--- config.mk ---
export PLATFORM = sky130hd
export DESIGN_NAME = lod_norm_pipe_flat
export DESIGN_NICKNAME = d
export VERILOG_FILES = /design/src/rtl/lod_norm_pipe_pkg.sv /design/src/rtl/lod_norm_pipe_if.sv /design/src/rtl/lod_norm_pipe_seg.sv /design/src/rtl/lod_norm_pipe.sv /design/src/flat_wrapper.sv
export SDC_FILE = /design/constraint.sdc
export NUM_CORES = 1
export LEC_CHECK = 0
export CORE_UTILIZATION = 60
export DETAILED_ROUTE_END_ITERATION = 8
export HOLD_SLACK_MARGIN = 0.15
export PLACE_DENSITY = 0.83
export SLEW_MARGIN = 20
export SYNTH_ARGS = -nofsm -noshare
export SYNTH_HDL_FRONTEND = slang
export SYNTH_SLANG_ARGS = --single-unit
--- constraint.sdc ---
create_clock -name clk -period 5.6 [get_ports clk]
set_input_delay 1.68 -clock clk [delete_from_list [all_inputs] [get_ports clk]]
set_output_delay 1.68 -clock clk [all_outputs]
set_load 0.03 [all_outputs]
--- src/rtl/lod_norm_pipe_pkg.sv ---
// Shared types and defaults for the GELU division-unit leading-one/leading-sign path.
package gelu_du_pkg;

  typedef enum logic {
    LOD_ONE  = 1'b0,
    LOD_SIGN = 1'b1
  } lod_mode_e;

  localparam int DEF_W     = 32;
  localparam int DEF_LANES = 4;
  localparam int DEF_SEG   = 8;

  function automatic int lod_pw(input int w);
    return $clog2(w);
  endfunction

  localparam int PW = lod_pw(DEF_W);

endpackage

--- src/rtl/lod_norm_pipe_if.sv ---
// Upstream/downstream valid-ready bundle for lod_norm_pipe.
interface lod_norm_pipe_if
  import gelu_du_pkg::*;
#(
  parameter int W     = DEF_W,
  parameter int LANES = DEF_LANES,
  parameter int POS_W = lod_pw(W)
);
  logic                   in_valid;
  logic                   in_ready;
  logic                   in_mode;
  logic [LANES*W-1:0]     in_data;
  logic                   out_valid;
  logic                   out_ready;
  logic                   out_mode;
  logic [LANES-1:0]       out_found;
  logic [LANES*POS_W-1:0] out_pos;
  logic [LANES*W-1:0]     out_norm;

  modport master (
    output in_valid, in_mode, in_data, out_ready,
    input  in_ready, out_valid, out_mode, out_found, out_pos, out_norm
  );

  modport slave (
    input  in_valid, in_mode, in_data, out_ready,
    output in_ready, out_valid, out_mode, out_found, out_pos, out_norm
  );
endinterface

--- src/rtl/lod_norm_pipe_seg.sv ---
// SEG-bit priority encoder: flags any set bit and returns the index of the highest one.
module lod_seg_enc
  import gelu_du_pkg::*;
#(
  parameter int  SEG = DEF_SEG,
  localparam int SW  = $clog2(SEG)
) (
  input  logic [SEG-1:0] vec_i,
  output logic           found_o,
  output logic [SW-1:0]  idx_o
);

  always_comb begin
    idx_o = '0;
    for (int i = 0; i < SEG; i++) begin
      if (vec_i[i]) idx_o = SW'(i);
    end
  end

  assign found_o = |vec_i;

endmodule

--- src/rtl/lod_norm_pipe.sv ---
// Two-stage multi-lane leading-one / leading-sign detector with left normaliser.
// Stage 1 registers per-segment flags and local indices, stage 2 picks the segment and shifts.
module lod_norm_pipe
  import gelu_du_pkg::*;
#(
  parameter int W     = DEF_W,
  parameter int LANES = DEF_LANES,
  parameter int SEG   = DEF_SEG
) (
  input logic            clk,
  input logic            rst_n,
  lod_norm_pipe_if.slave bus
);

  localparam int POS_W = lod_pw(W);
  localparam int NSEG  = W / SEG;
  localparam int SW    = $clog2(SEG);

  logic                   adv;
  lod_mode_e              in_mode;
  logic                   s1_valid_q;
  lod_mode_e              s1_mode_q;
  logic                   out_valid_q;
  lod_mode_e              out_mode_q;
  logic [LANES-1:0]       out_found_q, found_d;
  logic [LANES*POS_W-1:0] out_pos_q, pos_d;
  logic [LANES*W-1:0]     out_norm_q, norm_d;

  assign in_mode      = lod_mode_e'(bus.in_mode);
  assign adv          = !out_valid_q || bus.out_ready;
  assign bus.in_ready = adv;

  for (genvar l = 0; l < LANES; l++) begin : g_lane
    logic [W-1:0]     d;
    logic [W-1:0]     t;
    logic [NSEG-1:0]  seg_flag;
    logic [SW-1:0]    seg_idx [NSEG];
    logic [W-1:0]     s1_data_q;
    logic [NSEG-1:0]  s1_flag_q;
    logic [SW-1:0]    s1_idx_q [NSEG];
    logic             found_c;
    logic [POS_W-1:0] pos_c;
    logic [POS_W-1:0] sh_c;

    assign d = bus.in_data[l*W +: W];

    // Sign mode searches for the first bit that differs from the sign bit.
    always_comb begin
      t = d;
      if (in_mode == LOD_SIGN) begin
        t = d ^ {W{d[W-1]}};
        t[W-1] = 1'b0;
      end
    end

    for (genvar s = 0; s < NSEG; s++) begin : g_seg
      lod_seg_enc #(.SEG(SEG)) u_enc (
        .vec_i   (t[s*SEG +: SEG]),
        .found_o (seg_flag[s]),
        .idx_o   (seg_idx[s])
      );
    end

    always_ff @(posedge clk or negedge rst_n) begin
      if (!rst_n) begin
        s1_data_q <= '0;
        s1_flag_q <= '0;
        for (int s = 0; s < NSEG; s++) s1_idx_q[s] <= '0;
      end else if (adv) begin
        s1_data_q <= d;
        s1_flag_q <= seg_flag;
        for (int s = 0; s < NSEG; s++) s1_idx_q[s] <= seg_idx[s];
      end
    end

    always_comb begin
      pos_c = '0;
      for (int s = 0; s < NSEG; s++) begin
        if (s1_flag_q[s]) pos_c = POS_W'(s * SEG) + POS_W'(s1_idx_q[s]);
      end
      // Sign mode keeps the sign bit in place, so it shifts one position less.
      if (s1_mode_q == LOD_SIGN) sh_c = POS_W'(W - 2) - pos_c;
      else                       sh_c = POS_W'(W - 1) - pos_c;
    end

    assign found_c                  = |s1_flag_q;
    assign found_d[l]               = found_c;
    assign pos_d[l*POS_W +: POS_W]  = pos_c;
    assign norm_d[l*W +: W]         = found_c ? (s1_data_q << sh_c) : s1_data_q;
  end

  always_ff @(posedge clk or negedge rst_n) begin
    if (!rst_n) begin
      s1_valid_q  <= 1'b0;
      s1_mode_q   <= LOD_ONE;
      out_valid_q <= 1'b0;
      out_mode_q  <= LOD_ONE;
      out_found_q <= '0;
      out_pos_q   <= '0;
      out_norm_q  <= '0;
    end else if (adv) begin
      s1_valid_q  <= bus.in_valid;
      s1_mode_q   <= in_mode;
      out_valid_q <= s1_valid_q;
      out_mode_q  <= s1_mode_q;
      out_found_q <= found_d;
      out_pos_q   <= pos_d;
      out_norm_q  <= norm_d;
    end
  end

  assign bus.out_valid = out_valid_q;
  assign bus.out_mode  = out_mode_q;
  assign bus.out_found = out_found_q;
  assign bus.out_pos   = out_pos_q;
  assign bus.out_norm  = out_norm_q;

endmodule

--- src/flat_wrapper.sv ---
// flat-port wrapper written by rule: the top's interface ports become plain ports
module lod_norm_pipe_flat import gelu_du_pkg::*;
#(
  parameter int W     = DEF_W,
  parameter int LANES = DEF_LANES,
  parameter int SEG   = DEF_SEG
)
  (clk, rst_n, bus_in_valid, bus_in_mode, bus_in_data, bus_out_ready, bus_in_ready, bus_out_valid, bus_out_mode, bus_out_found, bus_out_pos, bus_out_norm);
  lod_norm_pipe_if #(.W(W), .LANES(LANES)) bus_i ();
  input logic clk;
  input logic rst_n;
  input wire logic [$bits(bus_i.in_valid)-1:0] bus_in_valid;
  input wire logic [$bits(bus_i.in_mode)-1:0] bus_in_mode;
  input wire logic [$bits(bus_i.in_data)-1:0] bus_in_data;
  input wire logic [$bits(bus_i.out_ready)-1:0] bus_out_ready;
  output wire logic [$bits(bus_i.in_ready)-1:0] bus_in_ready;
  output wire logic [$bits(bus_i.out_valid)-1:0] bus_out_valid;
  output wire logic [$bits(bus_i.out_mode)-1:0] bus_out_mode;
  output wire logic [$bits(bus_i.out_found)-1:0] bus_out_found;
  output wire logic [$bits(bus_i.out_pos)-1:0] bus_out_pos;
  output wire logic [$bits(bus_i.out_norm)-1:0] bus_out_norm;
  assign bus_i.in_valid = bus_in_valid;
  assign bus_i.in_mode = bus_in_mode;
  assign bus_i.in_data = bus_in_data;
  assign bus_i.out_ready = bus_out_ready;
  assign bus_in_ready = bus_i.in_ready;
  assign bus_out_valid = bus_i.out_valid;
  assign bus_out_mode = bus_i.out_mode;
  assign bus_out_found = bus_i.out_found;
  assign bus_out_pos = bus_i.out_pos;
  assign bus_out_norm = bus_i.out_norm;
  lod_norm_pipe #(.W(W), .LANES(LANES), .SEG(SEG)) u_core (.clk(clk), .rst_n(rst_n), .bus(bus_i));
endmodule
Word level (Yosys, flattened, before mapping):

Cells that the tools add are included.

* add/subtract/negate cells: 20
* bitwise operators: 4
* multiplexer cells: 140
* reductions and logical operators: 22
* shift operators: 4

Operator list (count)
* $mux W3: 100
* $mux W32: 8
* $reduce_or A8 Y1: 16
* $shl A32 B5 Y32: 4
* $xor A31 B31 Y31: 4
* $mux W5: 16
* $sub A5 B5 Y5 const A: 8
* $add A4 B3 Y5 const A: 4
* $add A4 B4 Y5 const A: 4
* $add A5 B3 Y5 const A: 4
* $mux W1: 16
* $reduce_or A4 Y1: 4
* $logic_not A1 Y1: 1
* $logic_or A1 B1 Y1: 1

* logic and storage cells: 221
* input port bits: 133
* bits in registers: 348
* output and inout port bits: 155

Longest topological paths before layout:

* depth in word-level cells: 9
* gate-level depth with buffers: 17
* mapped depth without buffers: 14

Modules after synthesis:

From an unflattened synthesis, not the netlist that was laid out.

* cells, all modules: 3270
* area, all modules: 26361.5 µm²

By module, submodules not included
* lod_norm_pipe: times used 1, sequential area each 8708.4 µm², area each 25300.5 µm², cells an instance 3078
* lod_seg_enc: times used 16, sequential area each 0.0 µm², area each 66.3 µm², cells an instance 12

Worst setup path after synthesis:

Ideal clock, no wire load.

* kind: input to output
* start point: input port bus_out_ready
* end point: output port bus_in_ready
* slack: 925 ps
* data required time: 3920 ps
* stages: 6
* data arrival time: 2995 ps
* buffers on the path: 4
* cells stage by stage: nor2b_1 > clkbuf_1 > inv_1 > clkbuf_1 > clkbuf_1 > buf_1

* word-level cells in the longest chain between the ends: 1

Ends and longest elaborated chain
* from (decl): RTL line flat_wrapper.sv:15 `input wire logic [$bits(bus_i.out_ready)-1:0] bus_out_ready;`
* $logic_or A1 B1 Y1: RTL line lod_norm_pipe.sv:30 `assign adv = !out_valid_q || bus.out_ready;`
* to (decl): RTL line flat_wrapper.sv:16 `output wire logic [$bits(bus_i.in_ready)-1:0] bus_in_ready;`

Every way passes these cells.

Worst setup path after layout:

* start point: register u_core.g_lane[2].s1_flag_q[3]
* end point: register u_core.out_norm_q[75] (netlist: u_core.bus.out_norm[75])

* word-level cells in the longest chain between the ends: 5
* elaborated cells on any way between the ends: 7
* those cells by class: add/sub: 2; shift: 1; mux: 3; reduce/logical: 1

Ends and longest elaborated chain
* from (decl): RTL line lod_norm_pipe.sv:39 `logic [NSEG-1:0] s1_flag_q;`
* from (signal assigned): RTL line lod_norm_pipe.sv:71 `s1_flag_q <= seg_flag;`
* $mux W5 (*): RTL line lod_norm_pipe.sv:79 `if (s1_flag_q[s]) pos_c = POS_W'(s * SEG) + POS_W'(s1_idx_q[s]);`
* via u_core.g_lane[2].pos_c[0]: RTL line lod_norm_pipe.sv:42 `logic [POS_W-1:0] pos_c;`
* $sub A5 B5 Y5 (on tied branches): RTL line lod_norm_pipe.sv:83, lod_norm_pipe.sv:82
* $mux W5 (*): RTL line lod_norm_pipe.sv:82 `if (s1_mode_q == LOD_SIGN) sh_c = POS_W'(W - 2) - pos_c;`
* $shl A32 B5 Y32 (*): RTL line lod_norm_pipe.sv:89 `assign norm_d[l*W +: W] = found_c ? (s1_data_q << sh_c) : s1_data_q;`
* $mux W32 (*): RTL line lod_norm_pipe.sv:89
* to (signal assigned): RTL line lod_norm_pipe.sv:108 `out_norm_q <= norm_d;`
* to (decl): RTL line lod_norm_pipe.sv:27 `logic [LANES*W-1:0] out_norm_q, norm_d;`

Mark *: on every way through the listed nets, which the timed path passes. The rest lies on a longest branch.
A chain may end at the register's enable or synchronous reset.

==> metrics.cfg <==
[timing]
worst_pin_slew_ns = 1.17
skew_ns = 0.0134
max_slew_margin = 0.217
fmax_ghz = 0.213
drv_slew = 0
setup_viol = 0
rsz0062_at_grt = no
min_period_over_period = 0.839
fin_crit_ns = 4.70
setup_ws_ns = 0.900
final.setup.tns_ns = 0
finalHoldViolCount = 0

[synth]
synthCells = 3084
async_flop_share = 1.00
ys_seq_elements = 348
yosysMostFrequentCell = nand2_1
yosysWarnings = 0
syn_avg_cell_area_sq_um = 7.81
ys_types = 85
syn_nets = 3221
yosysTopAreaCell = dfrtp_1
synth_edf_count = 0
synth-main-ff-cell = dfrtp_1
syn-cell-area_sq_um = 24100
synth_area_leaders = dfrtp_1 36%, nand2_1 12%, mux2i_1 8.5%, nor2_1 5.4%, a21oi_1 3.6%
yosysSeqAreaShare = 0.362
yosys.area.top_type_share = 0.362
ys_top_cells_by_count = 770 x nand2_1, 348 x dfrtp_1, 345 x nor2_1, 205 x mux2i_1, 175 x a21oi_1

[power_and_ir_drop]
max-vdd-ir-drop_uv = 297
p_leak_nw = 12.2
power.density_nw_per_um2 = 426

[floorplan]
die_y_um = 202
dieArea_sq_um = 41000
ioPinCount = 288
start_util = 0.608
rows = 73
core_area_sq_um = 39600
die_w_um = 202

[setup_path]
r2r_setup_slack_ns = 0.90
worstSetupPathType = flop to flop
path_cells = o21ai_1 -> nand2_2 -> inv_2 -> ha_1 -> nand2_1 -> o31a_1 -> buf_4 -> nand2_1 -> o22ai_1 -> a211oi_1 -> mux2_2 -> a221oi_1 -> nor2_1
crit_path_top_delay_cell = o21ai_1
crit_arrival_ns = 5.14
cp-end-kind = flop
cp.required_ns = 6.04
cpMostUsedCell = nand2_1
critPathMaxFanout = 20
critPathMaxStageDelay_ns = 0.94
crit_path_start_kind = flop

[placement]
globalplace.congestion = 1.00
post_dp_cell_area_sq_um = 27300
port_buffers = 287
hpwlAfterDp_mm = 59.6
post-place-ws_ns = 1.06

[global_routing]
grt_pass1_vias = 23412
overflow = 0
grt_pass1_wl_mm = 130
antenna_found_initial = 2
grt_max_degree = 226
grt_usage = 0.396

[drt]
drt.antenna.violating_nets = 0
wl_per_cell_um = 21.7
firstDrtPassIters = 9
vias = 25234
drt_wl_total_mm = 82.6
routed_via_density = 6.64
drt_iter0_drc = 2683
remaining_drc_errors = 0

[clock_tree]
clkTransAtPathRegs_ns = 0.05
cts_root_buf = clkbuf_16
cts_tree = done
hold_buffers = 0
h-tree-depth = 2
cts_buffer_depth = 3
clock_latency_ns = 0.57
cts_buffers = 39
post_cts_buffers = 0
clock_sinks = 348
cts_resized = 0

[hold_path]
min_path_type = flop to flop

[status]
status = complete, no violations

[layout]
final_nets = 3383
syn2layout_area_growth_pct = 18.5
drive_gt1_frac = 0.0697
final_area_sq_um = 28500

[job]
maxCapViolCount = 0

==> cells by family (layout without fill, tap and decap cells) <==
group / after synthesis / in the layout / synth area share
compound gates: 781 / 781 / 0.216
xor+xnor: 21 / 21 / 0.0115
fa+ha+maj: 4 / 4 / 0.00208
buf+inv: 252 / 440 / 0.0434
flops: 348 / 348 / 0.362
mux: 267 / 267 / 0.119
other cells: 0 / 2 / 0
simple gates: 1411 / 1411 / 0.246
==> layout make-up <==
type	count	area (sq um)
Antenna cell	2	5.00
Clock buffer	60	1170
Clock inverter	7	41.3
Fill cell	3169	11100
Inverter	35	139
Multi-Input combinational cell	2484	14500
Sequential cell	348	8710
Tap cell	525	657
Timing Repair Buffer	338	3320
==> registers in the layout, summed over array words and instances (netlist names) <==
name / count
u_core.s1_valid_q: 1
u_core.bus.out_pos: 20
u_core.g_lane.s1_idx_q: 48
u_core.bus.out_norm: 128
u_core.bus.out_found: 4
u_core.s1_mode_q: 1
u_core.g_lane.s1_data_q: 128
u_core.g_lane.s1_flag_q: 16
u_core.bus.out_mode: 1
u_core.bus.out_valid: 1
==> stage by stage <==
stage / std cells / hold slack [ns] / power, mW / utilization
after floorplan: 3084 / 0.430 / 7.35 / -
after global placement: 3730 / 0.445 / 9.46 / 0.689
after detailed placement: 3730 / 0.460 / 9.56 / 0.689
after CTS: 3797 / 0.472 / 12.0 / 0.719
after global routing: 3798 / 0.491 / 12.7 / 0.720
final: 3799 / 0.478 / 12.1 / 0.720
==> power by group <==
group          internal, mW  switching, mW
clock network          1.44           1.07
registers              3.12          0.616
logic                  2.33           3.58
==> layout by cell type (no fill, tap or decap), types with 8 or more instances in the layout <==
cell	instances
buf_4	47
nand3_1	83
clkbuf_8	12
nand2b_1	10
o31ai_1	16
nor4_1	15
a221oi_1	72
mux2_2	50
a311oi_1	8
nand4_1	16
o21ai_0	167
mux2i_1	205
nor3_1	44
a31oi_1	54
and2_1	27
clkbuf_1	9
or3_1	12
a32oi_1	11
a211o_1	10
a221o_1	16
o22ai_1	50
o32a_1	8
mux4_2	11
dfrtp_1	347
a21oi_1	175
clkdlybuf4s50_1	285
and3_1	17
o21a_1	10
nand2_1	770
nor2_1	345
o211ai_1	35
a211oi_1	46
nor2b_1	23
nand3b_1	8
clkbuf_16	39
or4_1	12
inv_1	31
a22oi_1	28
==> final timing paths <==
| path | start | to | depth (start not counted) |
|---|---|---|---|
| worst max-delay path | u_core.g_lane[2].s1_flag_q[3]$_DFFE_PN0P_ | u_core.bus.out_norm[75]$_DFFE_PN0P_ | 13 |
| worst min-delay path | u_core.s1_valid_q$_DFFE_PN0P_ | u_core.s1_valid_q$_DFFE_PN0P_ | 2 |
| worst max register to register | u_core.g_lane[2].s1_flag_q[3]$_DFFE_PN0P_ | u_core.bus.out_norm[75]$_DFFE_PN0P_ | 13 |
| worst min register to register | u_core.s1_valid_q$_DFFE_PN0P_ | u_core.s1_valid_q$_DFFE_PN0P_ | 2 |
| max in group asynchronous | rst_n | u_core.bus.out_norm[42]$_DFFE_PN0P_ | 2 |
| min in group asynchronous | rst_n | u_core.bus.out_norm[71]$_DFFE_PN0P_ | 1 |
==> critical path, delay by kind of cell, from the launching register on <==
kind	cells	cell delay (ns)
AND/OR/NAND/NOR	4	0.68
multiplexers	1	0.31
AO/OA/AOI/OAI	5	2.02
flip-flops	1	0.60
adder cells (fa/ha/maj)	1	0.44
buffers and inverters	2	0.52
==> metal layers <==
metal,share of wire,up-vias,global-route usage,wire length (um)
li1,-,11391,-,-
met1,0.39,11977,0.535,32500
met2,0.46,1572,0.616,37800
met3,0.099,292,0.0650,8200
met4,0.049,2,0.200,4030
met5,0.00016,-,0,13
(Power assumes the default switching activity.)
